**config.mk**
```make
export PLATFORM = sky130hd
export DESIGN_NAME = vga_scanout
export DESIGN_NICKNAME = d
export VERILOG_FILES = /design/src/rtl/vga_scanout.sv
export SDC_FILE = /design/constraint.sdc
export NUM_CORES = 1
export LEC_CHECK = 0
export CAP_MARGIN = 0
export CORE_MARGIN = 4
export CORE_UTILIZATION = 46
export CTS_CLUSTER_DIAMETER = 60
export DETAILED_ROUTE_END_ITERATION = 7
export MAX_ROUTING_LAYER = met4
export PLACE_DENSITY = 0.76
export SYNTH_ARGS = -nofsm -noshare
export SYNTH_HDL_FRONTEND = slang
export SYNTH_SLANG_ARGS = --single-unit
```
**constraint.sdc**
```tcl
create_clock -name clk -period 2.4 [get_ports clk]
set_clock_uncertainty 0.2 [all_clocks]
set_input_delay 0.36 -clock clk [delete_from_list [all_inputs] [get_ports clk]]
set_output_delay 0.36 -clock clk [all_outputs]
set_load 0.02 [all_outputs]
```
**src/rtl/vga_scanout.sv**
```systemverilog
// vga_scanout: read side of the 160x120x3 framebuffer. Generates 640x480@60 VGA timing
// from a 50 MHz clock, fetches one framebuffer pixel per visible pixel tick through a
// 1-cycle-latency RAM port, scales each framebuffer pixel 4x4 and drives the DAC/sync pins.
// Colour and sync pins share one pipeline, so they line up 2 ticks behind the counters.
module vga_scanout #(
  parameter int H_VIS = 640,
  parameter int H_FP  = 16,
  parameter int H_SW  = 96,
  parameter int H_BP  = 48,
  parameter int V_VIS = 480,
  parameter int V_FP  = 10,
  parameter int V_SW  = 2,
  parameter int V_BP  = 33,
  parameter int SHIFT = 2
) (
  input  logic        clk,
  input  logic        reset,
  output logic [14:0] fb_addr_o,
  output logic        fb_rd_en_o,
  input  logic [2:0]  fb_data_i,
  output logic        vga_clk_o,
  output logic        vga_hs_o,
  output logic        vga_vs_o,
  output logic        vga_blank_n_o,
  output logic        vga_sync_n_o,
  output logic [9:0]  vga_r_o,
  output logic [9:0]  vga_g_o,
  output logic [9:0]  vga_b_o,
  output logic        frame_start_o
);

  localparam int H_TOT = H_VIS + H_FP + H_SW + H_BP;
  localparam int V_TOT = V_VIS + V_FP + V_SW + V_BP;
  localparam int H_SS  = H_VIS + H_FP;
  localparam int H_SE  = H_VIS + H_FP + H_SW - 1;
  localparam int V_SS  = V_VIS + V_FP;
  localparam int V_SE  = V_VIS + V_FP + V_SW - 1;

  logic        pix_ce_q;
  logic        vga_clk_q;
  logic [9:0]  h_q, v_q;
  logic        rd_en_q;
  logic [14:0] addr_q;
  logic        frame_start_q;
  logic        vis_q, hs_act_q, vs_act_q;
  logic        hs_q, vs_q, blank_n_q;
  logic [9:0]  r_q, g_q, b_q;

  // Position decode of the current counter values.
  logic        visible;
  logic        at_wrap;
  logic        hs_act, vs_act;
  logic [14:0] fb_x, fb_y, addr_d;

  assign visible = (h_q < 10'(H_VIS)) && (v_q < 10'(V_VIS));
  assign at_wrap = (h_q == 10'(H_TOT - 1)) && (v_q == 10'(V_TOT - 1));
  assign hs_act  = (h_q >= 10'(H_SS)) && (h_q <= 10'(H_SE));
  assign vs_act  = (v_q >= 10'(V_SS)) && (v_q <= 10'(V_SE));

  // Row stride of 160 = 128 + 32, built from shifts so no multiplier is needed.
  assign fb_x   = 15'(h_q >> SHIFT);
  assign fb_y   = 15'(v_q >> SHIFT);
  assign addr_d = (fb_y << 7) + (fb_y << 5) + fb_x;

  // Pixel-clock enable toggle and its registered copy for the DAC clock pin.
  // NOTE: all state uses non-blocking assignments so every register samples pre-edge values.
  always_ff @(posedge clk) begin
    if (reset) begin
      pix_ce_q  <= 1'b0;
      vga_clk_q <= 1'b0;
    end else begin
      pix_ce_q  <= ~pix_ce_q;
      vga_clk_q <= pix_ce_q;
    end
  end

  // Horizontal/vertical counters advance once per tick and wrap at the frame end.
  // NOTE: reset is synchronous and clears every register, pipeline included, so no
  // partial-frame state survives a mid-frame reset.
  always_ff @(posedge clk) begin
    if (reset) begin
      h_q <= '0;
      v_q <= '0;
    end else if (pix_ce_q) begin
      if (h_q == 10'(H_TOT - 1)) begin
        h_q <= '0;
        v_q <= (v_q == 10'(V_TOT - 1)) ? '0 : v_q + 10'd1;
      end else begin
        h_q <= h_q + 10'd1;
      end
    end
  end

  // Read request and frame marker are registered on the edge just before a tick, so they
  // sit on the pins for exactly the tick clk and the RAM latches the address at the tick edge.
  always_ff @(posedge clk) begin
    if (reset) begin
      rd_en_q       <= 1'b0;
      addr_q        <= '0;
      frame_start_q <= 1'b0;
    end else if (!pix_ce_q) begin
      rd_en_q       <= visible;
      frame_start_q <= at_wrap;
      if (visible) begin
        addr_q <= addr_d;
      end
    end else begin
      rd_en_q       <= 1'b0;
      frame_start_q <= 1'b0;
    end
  end

  // Stage 1: capture visibility and raw sync flags of the pixel being fetched.
  always_ff @(posedge clk) begin
    if (reset) begin
      vis_q    <= 1'b0;
      hs_act_q <= 1'b0;
      vs_act_q <= 1'b0;
    end else if (pix_ce_q) begin
      vis_q    <= visible;
      hs_act_q <= hs_act;
      vs_act_q <= vs_act;
    end
  end

  // Stage 2: RAM data is valid by now; drive colour and syncs together.
  always_ff @(posedge clk) begin
    if (reset) begin
      hs_q      <= 1'b1;
      vs_q      <= 1'b1;
      blank_n_q <= 1'b0;
      r_q       <= '0;
      g_q       <= '0;
      b_q       <= '0;
    end else if (pix_ce_q) begin
      hs_q      <= ~hs_act_q;
      vs_q      <= ~vs_act_q;
      blank_n_q <= vis_q;
      r_q       <= vis_q ? {10{fb_data_i[2]}} : 10'd0;
      g_q       <= vis_q ? {10{fb_data_i[1]}} : 10'd0;
      b_q       <= vis_q ? {10{fb_data_i[0]}} : 10'd0;
    end
  end

  assign fb_addr_o     = addr_q;
  assign fb_rd_en_o    = rd_en_q;
  assign frame_start_o = frame_start_q;
  assign vga_clk_o     = vga_clk_q;
  assign vga_hs_o      = hs_q;
  assign vga_vs_o      = vs_q;
  assign vga_blank_n_o = blank_n_q;
  assign vga_sync_n_o  = 1'b0;
  assign vga_r_o       = r_q;
  assign vga_g_o       = g_q;
  assign vga_b_o       = b_q;

endmodule

```
# After elaboration in Yosys (flattened, before gate mapping)

Index checks and enable logic that the tools add are counted.
Widths: inputs -> output; s select.

Add/sub/neg operators: 4
Magnitude comparators: 6
Equal/unequal tests: 2
Multiplexer cells: 5
Bitwise logic cells: 3
Reductions and logical operators: 7

Operators by type and width:

| cell                  | count |
|---|---|
| $mux 10               | 5 |
| $add 10x1->10 const B | 2 |
| $eq 10x10->1 const B  | 2 |
| $add 15x13->15        | 1 |
| $add 15x8->15         | 1 |
| $ge 10x10->1 const B  | 1 |
| $ge 10x9->1 const B   | 1 |
| $le 10x10->1 const B  | 1 |
| $le 10x9->1 const B   | 1 |
| $lt 10x10->1 const B  | 1 |
| $lt 10x9->1 const B   | 1 |
| $logic_and 1x1->1     | 4 |
| $reduce_and 2->1      | 2 |
| $not 1->1             | 3 |
| $reduce_or 2->1       | 1 |

Bits in registers: 75
Input port bits: 5
Output and inout port bits: 52

# Logic depth before layout (Yosys ltp)

Word-level depth: 3
Gate-level depth with buffers: 8

# Least setup slack after synthesis

No wires, ideal clock.

Kind: register to register
From: reg v_q[2]
To: reg addr_q[13], in the netlist fb_addr_o[13]
Library setup time: 0.124 ns
Arrival: 2.077 ns
Required time: 2.076 ns
Path slack: -0.001 ns
Stages on the path, launching flop included: 9
Path buffers: 0
Clock period less this slack: 2.401 ns
Cell sequence: dfxtp_1 > inv_1 > fa_1 > inv_1 > ha_1 > a211oi_1 > o211ai_1 > a211oi_1 > nor3_1

Word-level cells in the longest chain between the ends: 3

RTL lines:

| what                                                   | line | source |
|---|---|---|
| from (decl)                                            | 41   | `logic [9:0] h_q, v_q;` |
| from (signal assigned)                                 | 87   | `v_q <= (v_q == 10'(V_TOT - 1)) ? '0 : v_q + 10'd1;` |
| branches (longest 3 deep; another with $add 15x13->15) | --   |  |
| to (signal assigned)                                   | 105  | `addr_q <= addr_d;` |
| to (decl)                                              | 43   | `logic [14:0] addr_q;` |

Several ways; the timed one is not identified.
A chain may end at the register's enable or synchronous reset.

# Final worst setup path

From: reg h_q[9]
To: reg v_q[9]

Word-level cells in the longest chain between the ends: 2

RTL lines:

| what                              | line | source |
|---|---|---|
| from (decl)                       | 41   |  |
| from (signal assigned)            | 89   | `h_q <= h_q + 10'd1;` |
| $eq 10x10->1                      | 85   | `if (h_q == 10'(H_TOT - 1)) begin` |
| $reduce_and 2->1 (no source line) | --   |  |

No other way between the ends.

==> impl_metrics.prom <==
# TYPE chip_impl_metric gauge
chip_impl_info{name="run_status",value="completed"} 1
chip_impl_metric{name="synth_xor_xnor_area_share",unit="%"} 4.59
chip_impl_metric{name="synth-edff-count",unit=""} 0
chip_impl_metric{name="final-setup-viol-count",unit=""} 0
chip_impl_metric{name="fin_area",unit="mm^2"} 0.00338
chip_impl_metric{name="yosys.area_share.adder",unit="%"} 10.4
chip_impl_info{name="layout_common_cells",value="55 x sky130_fd_sc_hd__clkdlybuf4s50_1, 45 x sky130_fd_sc_hd__dfxtp_1, 33 x sky130_fd_sc_hd__nand2_1, 24 x sky130_fd_sc_hd__nor2_1, 23 x sky130_fd_sc_hd__buf_4"} 1
chip_impl_metric{name="synth-warning-count",unit=""} 0
chip_impl_metric{name="initial_utilization",unit="%"} 48.0
chip_impl_metric{name="cts_hold_buffers",unit=""} 0
chip_impl_metric{name="drcViolationCount",unit=""} 0
chip_impl_info{name="cell_type_with_the_largest_total_area_after_synthesis",value="sky130_fd_sc_hd__dfxtp_1"} 1
chip_impl_metric{name="final_core_util",unit="%"} 60.6
chip_impl_metric{name="finalWorstPathRequiredPeriod",unit="ns"} 2.37
chip_impl_metric{name="critPathMaxStageDelay",unit="ns"} 0.53
chip_impl_metric{name="pin_count_of_the_biggest_net_entering_global_routing",unit=""} 26
chip_impl_metric{name="whs_path_depth",unit=""} 2
chip_impl_metric{name="synth_nets",unit=""} 341
chip_impl_metric{name="postSynthRegisterBits",unit=""} 48
chip_impl_metric{name="pwr_per_cell_area",unit="mW/mm^2"} 458
chip_impl_info{name="hold_class",value="reg -> reg"} 1
chip_impl_metric{name="power.total",unit="uW"} 1550
chip_impl_info{name="synthFlopType",value="sky130_fd_sc_hd__dfxtp_1"} 1
chip_impl_metric{name="timing.final.ws_setup",unit="ns"} 0.0348
chip_impl_metric{name="numCtsBuffers",unit=""} 5
chip_impl_metric{name="globalRoute.totalOverflow",unit=""} 0
chip_impl_metric{name="clock-sinks",unit=""} 48
chip_impl_metric{name="post-route-period-util",unit="%"} 98.6
chip_impl_metric{name="totalWireLength",unit="um"} 6120
chip_impl_metric{name="core",unit="mm^2"} 0.00557
chip_impl_metric{name="post_dp_cell_area",unit="mm^2"} 0.00319
chip_impl_metric{name="final_cells",unit=""} 433
chip_impl_metric{name="achievable-frequency",unit="MHz"} 423
chip_impl_metric{name="grt_antenna_before_repair",unit=""} 0
chip_impl_metric{name="i_o_pin_count",unit=""} 57
chip_impl_metric{name="die-height",unit="um"} 84.2
chip_impl_metric{name="synth.mux.area_fraction",unit="%"} 1.12
chip_impl_metric{name="drive_gt1_share",unit="%"} 15.0
chip_impl_info{name="cpMaxStageDelayCell",value="sky130_fd_sc_hd__or4_1"} 1
chip_impl_metric{name="die_width",unit="um"} 84.2
chip_impl_metric{name="hpwl",unit="um"} 4380
chip_impl_metric{name="avgViaCountPerCell",unit=""} 5.27
chip_impl_metric{name="clockBufferDepth",unit=""} 2
chip_impl_metric{name="post_syn_area",unit="mm^2"} 0.00267
chip_impl_metric{name="reg2reg_depth",unit=""} 5
chip_impl_metric{name="synth.top_cell.area_share",unit="%"} 35.9
chip_impl_metric{name="max_slew.worst_pin.slew",unit="ns"} 0.557
chip_impl_metric{name="finalWeightedCongestion",unit=""} 0.830
chip_impl_metric{name="detail-route-antenna-nets",unit=""} 0
chip_impl_metric{name="finalHoldViolCount",unit=""} 0
chip_impl_metric{name="via_count_of_the_first_global_routing_pass",unit=""} 2024
chip_impl_metric{name="clk_pin_slew",unit="ns"} 0.10
chip_impl_metric{name="largest_register_ff_count",unit=""} 15
chip_impl_metric{name="simple_gate_share_of_the_synthesized_area",unit="%"} 22.1
chip_impl_info{name="netlist_top_cells_area",value="sky130_fd_sc_hd__dfxtp_1 36%, sky130_fd_sc_hd__ha_1 8.9%, sky130_fd_sc_hd__buf_4 7.9%"} 1
chip_impl_info{name="most_frequent_standard_cell_in_the_layout_excluding_fill_and_tap_cells",value="sky130_fd_sc_hd__clkdlybuf4s50_1"} 1
chip_impl_metric{name="routedWlPerCell",unit="um"} 14.1
chip_impl_metric{name="max-cap-violations",unit=""} 0
chip_impl_metric{name="syn_to_final_growth",unit="%"} 26.3
chip_impl_metric{name="drt-initial-drc-count",unit=""} 144
chip_impl_metric{name="critPathArrivalTime",unit="ns"} 2.40
chip_impl_metric{name="dieArea",unit="mm^2"} 0.00710
chip_impl_metric{name="seq_area_frac_synth",unit="%"} 35.9
chip_impl_info{name="worstPathCellList",value="buf_4 -> or4b_4 -> or3_4 -> or4_1 -> a21oi_1"} 1
chip_impl_info{name="path_class",value="reg -> reg"} 1
chip_impl_info{name="cts_tree",value="yes"} 1
chip_impl_metric{name="timing.critical_path.required",unit="ns"} 2.44
chip_impl_metric{name="synth_async_sr_flop_share",unit="%"} 0
chip_impl_metric{name="io_buffers",unit=""} 55
chip_impl_metric{name="drt_pre_antenna_iters",unit=""} 5
chip_impl_metric{name="syn_inst",unit=""} 315
chip_impl_metric{name="post_synth_num_cell_types",unit=""} 52
chip_impl_metric{name="final_net_count",unit=""} 386
chip_impl_metric{name="worst_slew_margin_rel",unit="%"} 62.9
chip_impl_metric{name="track_usage",unit="%"} 17.8
chip_impl_info{name="setup.worst_path.end_class",value="flip-flop"} 1
chip_impl_metric{name="finalMaxSlewViolations",unit=""} 0
chip_impl_metric{name="placement_rows",unit=""} 27
chip_impl_metric{name="synth_compound_area_share",unit="%"} 12.9
chip_impl_info{name="worstSetupStartpointType",value="flip-flop"} 1
chip_impl_metric{name="antennaDiodeCount",unit=""} 0
chip_impl_metric{name="clk_latency",unit="ns"} 0.30
chip_impl_info{name="clk_root_buffer_cell",value="sky130_fd_sc_hd__clkbuf_8"} 1
chip_impl_info{name="combinational_family_with_the_most_area_after_synthesis",value="simple AND/OR/NAND/NOR gates"} 1
chip_impl_metric{name="synthesis.area_per_instance",unit="um^2"} 8.49
chip_impl_metric{name="via_count_of_the_routed_design",unit=""} 2280
chip_impl_metric{name="worstPathMaxFanout",unit=""} 6
chip_impl_metric{name="h-tree-depth",unit=""} 2
chip_impl_metric{name="vdd_ir_drop_max",unit="V"} 0.000238
chip_impl_metric{name="p_leak",unit="uW"} 0.00129
chip_impl_metric{name="grt_first_pass_wirelength",unit="um"} 10100
chip_impl_metric{name="place_ws",unit="ns"} -0.103
chip_impl_metric{name="placed_cells_incl_taps",unit=""} 422
report_power, final:
group	leakage [uW]	switching [uW]	internal (uW)	total [uW]
Clock	0.0000583	283	314	597
Sequential	0.000390	10.4	807	818
Combinational	0.000844	75.6	56.6	132
Total	0.00129	369	1180	1550
synth_stat cells (4+ instances only):
| cell | instances |
|---|---|
| sky130_fd_sc_hd__a211oi_1 | 4 |
| sky130_fd_sc_hd__a21oi_1 | 20 |
| sky130_fd_sc_hd__buf_4 | 28 |
| sky130_fd_sc_hd__clkbuf_1 | 8 |
| sky130_fd_sc_hd__dfxtp_1 | 48 |
| sky130_fd_sc_hd__ha_1 | 19 |
| sky130_fd_sc_hd__inv_1 | 17 |
| sky130_fd_sc_hd__nand2_1 | 33 |
| sky130_fd_sc_hd__nand2b_1 | 5 |
| sky130_fd_sc_hd__nand3_1 | 14 |
| sky130_fd_sc_hd__nand4_1 | 5 |
| sky130_fd_sc_hd__nor2_1 | 24 |
| sky130_fd_sc_hd__nor3_1 | 8 |
| sky130_fd_sc_hd__nor4_1 | 4 |
| sky130_fd_sc_hd__o211ai_1 | 4 |
| sky130_fd_sc_hd__o21ai_0 | 9 |
| sky130_fd_sc_hd__xnor2_1 | 9 |
| sky130_fd_sc_hd__xor2_1 | 5 |
worst paths after layout:
path	from	endpoint	slack, ns
max	h_q[9]	v_q[9]	0.03
min	fb_addr_o[8]	fb_addr_o[8]	0.26
max reg2reg	h_q[9]	v_q[9]	0.03
min reg2reg	fb_addr_o[8]	fb_addr_o[8]	0.26
kinds of logic after synthesis:
group | count (synthesis)
compound gates | 54
xor+xnor | 14
fa+ha+maj | 21
buf+inv | 58
flops | 48
mux | 3
other cells | 1
simple gates | 116
routing by layer:
metal / wire length [um] / up-vias / track usage (%) / share of wire, %
li1: - / 1151 / - / -
met1: 2690 / 1047 / 22.8 / 44
met2: 3030 / 75 / 29.0 / 49
met3: 338 / 7 / 2.85 / 5.5
met4: 67 / 0 / 4.82 / 1.1
met5: 0 / - / - / 0
final cells by class:
type	instances	area, um^2
clock buffers	5	68.8
clock inverters	3	47.5
fillers	480	2200
inverters	17	63.8
multi-input cells	210	1420
flip-flops and latches	48	965
well taps	72	90.1
repair buffers	78	723
worst max-delay path, delay by kind of cell (launching register included):
family	cells	cell delay [ns]
buffers and inverters	1	0.12
flip-flops	1	0.35
AND/OR/NAND/NOR	3	1.47
AO/OA/AOI/OAI	1	0.15
metrics by stage:
step / TNS, ns / hold slack [ns]
2_1_floorplan: 0 / 0.242
3_3_place_gp: 0 / 0.242
3_5_place_dp: -0.103 / 0.245
4_1_cts: 0 / 0.259
5_1_grt: -0.0519 / 0.287
6_report: 0 / 0.256
what timing repair did:
item | 4_1_cts | 5_1_grt
cloned | 0 | 1
setup buffers | 0 | 2
pin swaps | 3 | 9
endpoints found under the setup margin | 1 | 7
resized for setup | 4 | 10
Note: power is estimated with default switching activity, not from simulation.
